## config.mk

```make
export PLATFORM = sky130hd
export DESIGN_NAME = keypad_display
export DESIGN_NICKNAME = d
export VERILOG_FILES = /design/src/rtl/keypad_display.sv
export SDC_FILE = /design/constraint.sdc
export NUM_CORES = 1
export LEC_CHECK = 0
export ABC_AREA = 0
export BUFFER_PORTS_ARGS = -buffer_cell sky130_fd_sc_hd__buf_2
export CAP_MARGIN = 20
export CORE_ASPECT_RATIO = 0.7
export CORE_MARGIN = 5
export CORE_UTILIZATION = 35
export DETAILED_ROUTE_END_ITERATION = 16
export GPL_TIMING_DRIVEN = 0
export HOLD_SLACK_MARGIN = 0.06
export REMOVE_ABC_BUFFERS = 1
export SYNTH_ARGS = -nofsm -noshare
export SYNTH_HDL_FRONTEND = slang
export SYNTH_SLANG_ARGS = --single-unit
```

## constraint.sdc

```tcl
create_clock -name iCLK -period 11.9 [get_ports iCLK]
set_clock_uncertainty 0.1 [all_clocks]
set_input_delay 2.38 -clock iCLK [delete_from_list [all_inputs] [get_ports iCLK]]
set_output_delay 2.38 -clock iCLK [all_outputs]
set_load 0.005 [all_outputs]
```

## src/rtl/keypad_display.sv

```systemverilog
// keypad_display: 12-key keypad entry shown right-aligned on an 8-digit multiplexed 7-segment display
// Optional input debouncing is enabled by defining KEYPAD_DEBOUNCE_EN.
module keypad_display #(
    parameter int SCAN_DIV = 4,
    parameter int DEB_CYC  = 2
) (
    input  logic        iCLK,
    input  logic        nRST,
    input  logic [11:0] iKeypad,
    output logic [7:0]  oS_COM,
    output logic [7:0]  oS_ENS
);
    localparam int CW = (SCAN_DIV > 1) ? $clog2(SCAN_DIV) : 1;
    localparam logic [9:0][7:0] SEG = {8'h6F, 8'h7F, 8'h07, 8'h7D, 8'h6D,
                                       8'h66, 8'h4F, 8'h5B, 8'h06, 8'h3F};

    logic [7:0][3:0] slots, slotsNext;
    logic [11:0]     keyVec, kprev;
    logic [CW-1:0]   scanCnt, cntNext;
    logic [2:0]      scanIdx, idxNext;
    logic [3:0]      keyCode;
    logic            accept, wrap;

    function automatic logic [7:0] segOf(input logic [3:0] c);
        return (c < 4'd10) ? SEG[c] : 8'h00;
    endfunction

`ifdef KEYPAD_DEBOUNCE_EN
    localparam int DW = $clog2(DEB_CYC + 1);
    logic [11:0]   debSample, debOut;
    logic [DW-1:0] debCnt;

    // A key vector is only passed on once it has been sampled unchanged DEB_CYC times in a row
    always_ff @(posedge iCLK) begin
        if (nRST) begin
            debSample <= '0;
            debCnt    <= '0;
            debOut    <= '0;
        end else begin
            debSample <= iKeypad;
            debCnt    <= (iKeypad != debSample) ? DW'(1) :
                         (debCnt == DW'(DEB_CYC)) ? debCnt : debCnt + 1'b1;
            if (debCnt == DW'(DEB_CYC))
                debOut <= debSample;
        end
    end

    assign keyVec = debOut;
`else
    assign keyVec = iKeypad;
`endif

    // Accept a single key on its press edge and work out how the digit buffer changes
    always_comb begin
        accept  = (kprev == '0) && (keyVec != '0) && ((keyVec & (keyVec - 1'b1)) == '0);
        keyCode = 4'hF;
        for (int b = 0; b < 9; b++)
            if (keyVec[b]) keyCode = 4'(b + 1);
        if (keyVec[10]) keyCode = 4'd0;
        slotsNext = !accept   ? slots :
                    keyVec[9] ? '1 :
                    keyVec[11] ? {4'hF, slots[7:1]} : {slots[6:0], keyCode};
    end

    // Scan timing: dwell SCAN_DIV cycles per digit, then move one digit to the left
    always_comb begin
        wrap    = (scanCnt == CW'(SCAN_DIV - 1));
        cntNext = wrap ? '0 : scanCnt + 1'b1;
        idxNext = wrap ? scanIdx + 3'd1 : scanIdx;
    end

    // Outputs are computed from next-state values so digit select and segments always match
    always_ff @(posedge iCLK) begin
        if (nRST) begin
            slots   <= '1;
            kprev   <= '0;
            scanCnt <= '0;
            scanIdx <= '0;
            oS_COM  <= 8'h01;
            oS_ENS  <= 8'h00;
        end else begin
            slots   <= slotsNext;
            kprev   <= keyVec;
            scanCnt <= cntNext;
            scanIdx <= idxNext;
            oS_COM  <= 8'h01 << idxNext;
            oS_ENS  <= segOf(slotsNext[idxNext]);
        end
    end
endmodule

```

Word-level counts from Yosys, hierarchy flattened
Memory sizes are Yosys's and may differ from the RTL's. A register that Yosys moved wholly into a read port is not among the register bits.
Index checks and enable logic that the tools add are counted.
{"block": "word_totals", "ff_bits": 57, "rom_bits": 128, "input_bits": 14, "out_inout_bits": 16, "wordCells": 45, "memories": 1}
{"memory": "(no name shown)", "depth": 16, "word_bits": 8, "rd": 1, "rd_clocked_by_memory_dff": 1, "write_ports": 0, "line": "25", "rtl": "return (c < 4'd10) ? SEG[c] : 8'h00;"}
{"block": "classes", "add_sub_neg": 3, "order_cmp": 2, "eq_ne": 1, "shifts": 1, "n_mux": 16, "n_bitwise": 2, "n_reduce_logical": 7}
{"cell": "2-to-1 mux 32 bit", "n": 3}
{"cell": "2-to-1 mux 4 bit", "n": 11}
{"cell": "zero test 12 bit", "n": 2}
{"cell": "bitwise AND 12 bit", "n": 1}
{"cell": "binary-select mux 4 bit (select 3 bit)", "n": 1}
{"cell": "nonzero test 12 bit", "n": 1}
{"cell": "subtractor 12 x 1 -> 12 bit, second input constant", "n": 1}
{"cell": "<< shifter 1 x 3 -> 8 bit, first input constant", "n": 1}
{"cell": "less-than comparator 3 x 4 -> 1 bit, second input constant", "n": 1}
{"cell": "less-than comparator 4 bit, second input constant", "n": 1}
{"cell": "OR reduction 2 bit", "n": 2}
{"cell": "adder 3 x 1 -> 3 bit, second input constant", "n": 1}
{"cell": "2-to-1 mux 3 bit", "n": 1}
{"cell": "adder 2 x 1 -> 2 bit, second input constant", "n": 1}
{"cell": "== test 2 bit, second input constant", "n": 1}
{"cell": "logical AND 1 bit", "n": 2}
{"cell": "NOT 1 bit", "n": 1}

Depth between registers and ports, before layout
{"block": "logic_depth", "ltp_word": 18, "ltp_mapped": 16, "mapped_depth_nobuf": 13}

Worst setup path before layout
Ideal clock, no wire load.
{"block": "synth_timing", "kind": "input -> register", "start": "input port iKeypad[9]", "end": "register oS_ENS[6]", "setup_time_ns": 0.084, "arrival_ns": 5.695, "required_ns": 11.716, "path_slack_ns": 6.021, "stages": 12, "path_buffers": 1, "path_cell_list": "buf_2 o31a_1 a21o_1 or4_4 nor3_4 a211oi_1 or4_4 a211oi_4 inv_1 ha_1 or4_1 o31ai_2"}
{"block": "synth_between", "elab_chain_cells": 10, "elab_cells_between_ends": 13, "cone_classes": "add/sub (1); order compare (1); mux (4); bitwise (2); reduce/logical (5)"}
{"item": "start: declaration", "line": "9", "rtl": "input logic [11:0] iKeypad,"}
{"item": "subtractor 12 x 1 -> 12 bit", "line": "55", "rtl": "accept = (kprev == '0) && (keyVec != '0) && ((keyVec & (keyVec - 1'b1)) == '0);"}
{"item": "bitwise AND 12 bit", "line": "55"}
{"item": "zero test 12 bit", "line": "55"}
{"item": "logical AND 1 bit", "line": "55"}
{"item": "2-to-1 mux 32 bit (*)", "line": "60", "rtl": "slotsNext = !accept ? slots :"}
{"item": "binary-select mux 4 bit (select 3 bit) (*)", "line": "87", "rtl": "oS_ENS <= segOf(slotsNext[idxNext]);"}
{"item": "2-to-1 mux 4 bit (implied by the code) (*)", "line": "87"}
{"item": "less-than comparator 4 bit", "line": "25"}
{"item": "NOT 1 bit (no line)"}
{"item": "OR reduction 2 bit (no line)"}
{"item": "end: declaration", "line": "11", "rtl": "output logic [7:0] oS_ENS"}
Every way passes the cells marked *; elsewhere a longest branch is shown, timed or not. The select of a mux whose other input is x is not followed.
A chain may end at the register's enable or synchronous reset.

Final worst setup path
{"block": "layout_timing", "start": "input port iKeypad[11]", "end": "register oS_ENS[6]"}
The elaborated chain is that of the path after synthesis.

==> qor.txt <==
status: completed
hold path cells: 1
met3 Track Usage GR: 4.06%
Starting DRT DRC Count: 237
pre-CTS setup slack: 4.52 ns
crit path time final: 7.06 ns
core footprint: 10300 um2
H-tree depth: 3
largest net degree at the start of global routing: 66
TNS Setup: 0 ns
share of layout cells above drive strength 1: 16.4%
RSZ-0062 raised after global routing: false
I/O pins: 30
synth top area cells: dfxtp_1, nor2b_1, a211oi_1, a211o_1, mux2i_1
area grow syn2layout: 14.1%
Worst Hold Class: reg2reg
Core Util, Final: 40.5%
Avg Cell Area, Syn: 8.44 um2
# resized after CTS: 0
Nets: 462
Residual DRC: 0
first-pass GRT wire length: 14800 um
root buf cell: clkbuf_16
#FFs+latches synth: 64
number of routed nets with antenna violations: 0
Worst-Skew Late Latency: 0.33 ns
chip width: 132 um
Post-Layout Cell Count: 576
CTS buffer count: 9
clock tree from TritonCTS: done
Worst-Margin Slew: 1.04 ns
Worst EP arrival: 7.21 ns
dpl cells: 558
met1 usage: 19.9%
max frequency: 142 MHz
final setup margin: 4.84 ns
sequential-to-total area share from yosys stat: 35.2%
Setup Viol. Count Final: 0
number of buffers on the longest clock path: 2
Max Cap Violations: 0
GRT Util Overall: 14.6%
GRT met2 Usage: 22.6%
die height: 95.4 um
row cnt: 31
Detailed Place HPWL: 5920 um
Top Usage Layer GRT: met2
Synth Cell Area: 3640 um2
design area: 4160 um2
Yosys top cell by area: dfxtp_1
number of port buffers: 28
synth warn: 0
Slew HR: 30.5%
Design Power: 0.523 mW
Initial Util: 35.5%
Clock Pin Slew Worst Setup and Hold Paths: 0.05 ns
die area: 12600 um2
number of diodes: 0
Routed WL per cell: 15.6 um
WP data required: 12.05 ns
DR vias: 3163
Max VDD drop: 0.0599 mV
clk sink count: 64
vias in the first global route: 2939
Placed Area: 3830 um2
CP Capture Type: flip-flop
hold buffers post-CTS: 0
Pre-antenna DRT Iters: 5
initial antenna violation count: 0
worst-path fanout max: 59
WHS: 0.320 ns
ys async rst share: 0%
top cell type's share of synthesized area: 35.2%
Via density: 5.49
Mapped Cells: 432
Pleak: 1.61 nW
Yosys cell types: 67
Hold Vio Cnt, Final: 0
gr ovfl total: 0
final max-slew violation count: 0
worst r2r path cells: 12
Top FF cell, synth: dfxtp_1
final period utilization: 59.3%
Power Density: 126 nW/um2
Post-CTS Repair Setup Buffers: 0
startpoint types: input pin
WS Path Type: in2reg
GP Congestion: 0.850
total routed wirelength: 8980 um
number of synthesized flops with an enable pin: 0
[registers in the layout, summed over array words and instances, names as in the netlist]
register and count:
slots 32, kprev 12, oS_COM 8, oS_ENS 7, scanIdx 3, scanCnt 2
[routing by layer]
| metal | vias to the layer above | wire length (um) |
|---|---|---|
| li1 | 1610 | - |
| met1 | 1490 | 4510 |
| met2 | 53 | 3920 |
| met3 | 10 | 454 |
| met4 | 0 | 96 |
| met5 | - | 0 |
[report_power, final]
part	switching (mW)	internal (mW)	total [mW]	leakage, nW
clock network	0.0928	0.149	0.242	0.141
registers	0.00146	0.219	0.221	0.521
logic	0.0383	0.0214	0.0597	0.950
[layout by cell type (no fill, tap or decap), drive strengths merged, types with 11 or more instances in the layout]
master  count
a211o      18
a211oi     27
a21oi      16
buf        34
clkbuf     11
dfxtp      64
mux2i      15
nand2      21
nand2b     11
nand3      13
nor2       34
nor2b      34
nor3       16
nor4       13
[synth_stat cells (2+ instances only)]
cell / n
a2111oi_0: 3
a211o_1: 18
a211oi_1: 26
a21o_1: 6
a21oi_1: 16
a221o_1: 2
a22oi_1: 2
a31o_2: 2
a31oi_1: 10
and2_1: 3
and3_1: 2
and4b_1: 3
buf_1: 4
buf_2: 3
clkbuf_1: 28
dfxtp_1: 64
ha_1: 8
inv_1: 7
mux2_2: 2
mux2i_1: 15
nand2_1: 20
nand2b_1: 11
nand3_1: 13
nand4_1: 5
nor2_1: 34
nor2b_1: 34
nor3_1: 15
nor4_1: 13
o211a_1: 2
o21ai_0: 6
o21ai_1: 2
o21bai_1: 5
or2_2: 8
or3_1: 2
or4_1: 2
or4_4: 2
xnor2_1: 3
xor2_1: 2
[cell families after synthesis]
kind of cell    Yosys count  synth area share (%)
buf+inv                  44                  4.94
fa+ha+maj                 8                  2.75
mux                      17                  4.74
xor+xnor                  5                  1.20
other cells               1                 0.103
simple gates            175                  26.7
compound gates          118                  24.4
flops                    64                  35.2
[path summary, 6_finish.rpt]
kind | startpoint | to | slack [ns]
setup / recovery | iKeypad[11] | oS_ENS[6] | 4.84
hold / removal | scanCnt[0] | scanCnt[0] | 0.32
hold reg to reg | scanCnt[0] | scanCnt[0] | 0.32
setup reg to reg | kprev[1] | oS_ENS[6] | 7.42
[area by class of cell]
class / count / area, um2
inverters: 7 / 26.3
clock buffers: 11 / 253
clock inverters: 4 / 20.0
well taps: 132 / 165
fillers: 1010 / 6120
multi-input cells: 324 / 2190
repair buffers: 34 / 221
flip-flops and latches: 64 / 1280
[worst max-delay path: stages]
cell	delay, ns
buf_2	0.74
or2_2	0.39
nor4_1	0.12
a2111oi_0	0.60
nand3_1	0.78
nor3_1	0.40
a211oi_1	0.09
o211ai_1	0.65
inv_1	0.16
ha_1	0.25
or4_1	0.53
o31ai_2	0.07
Power figures use the tool's default switching activity.
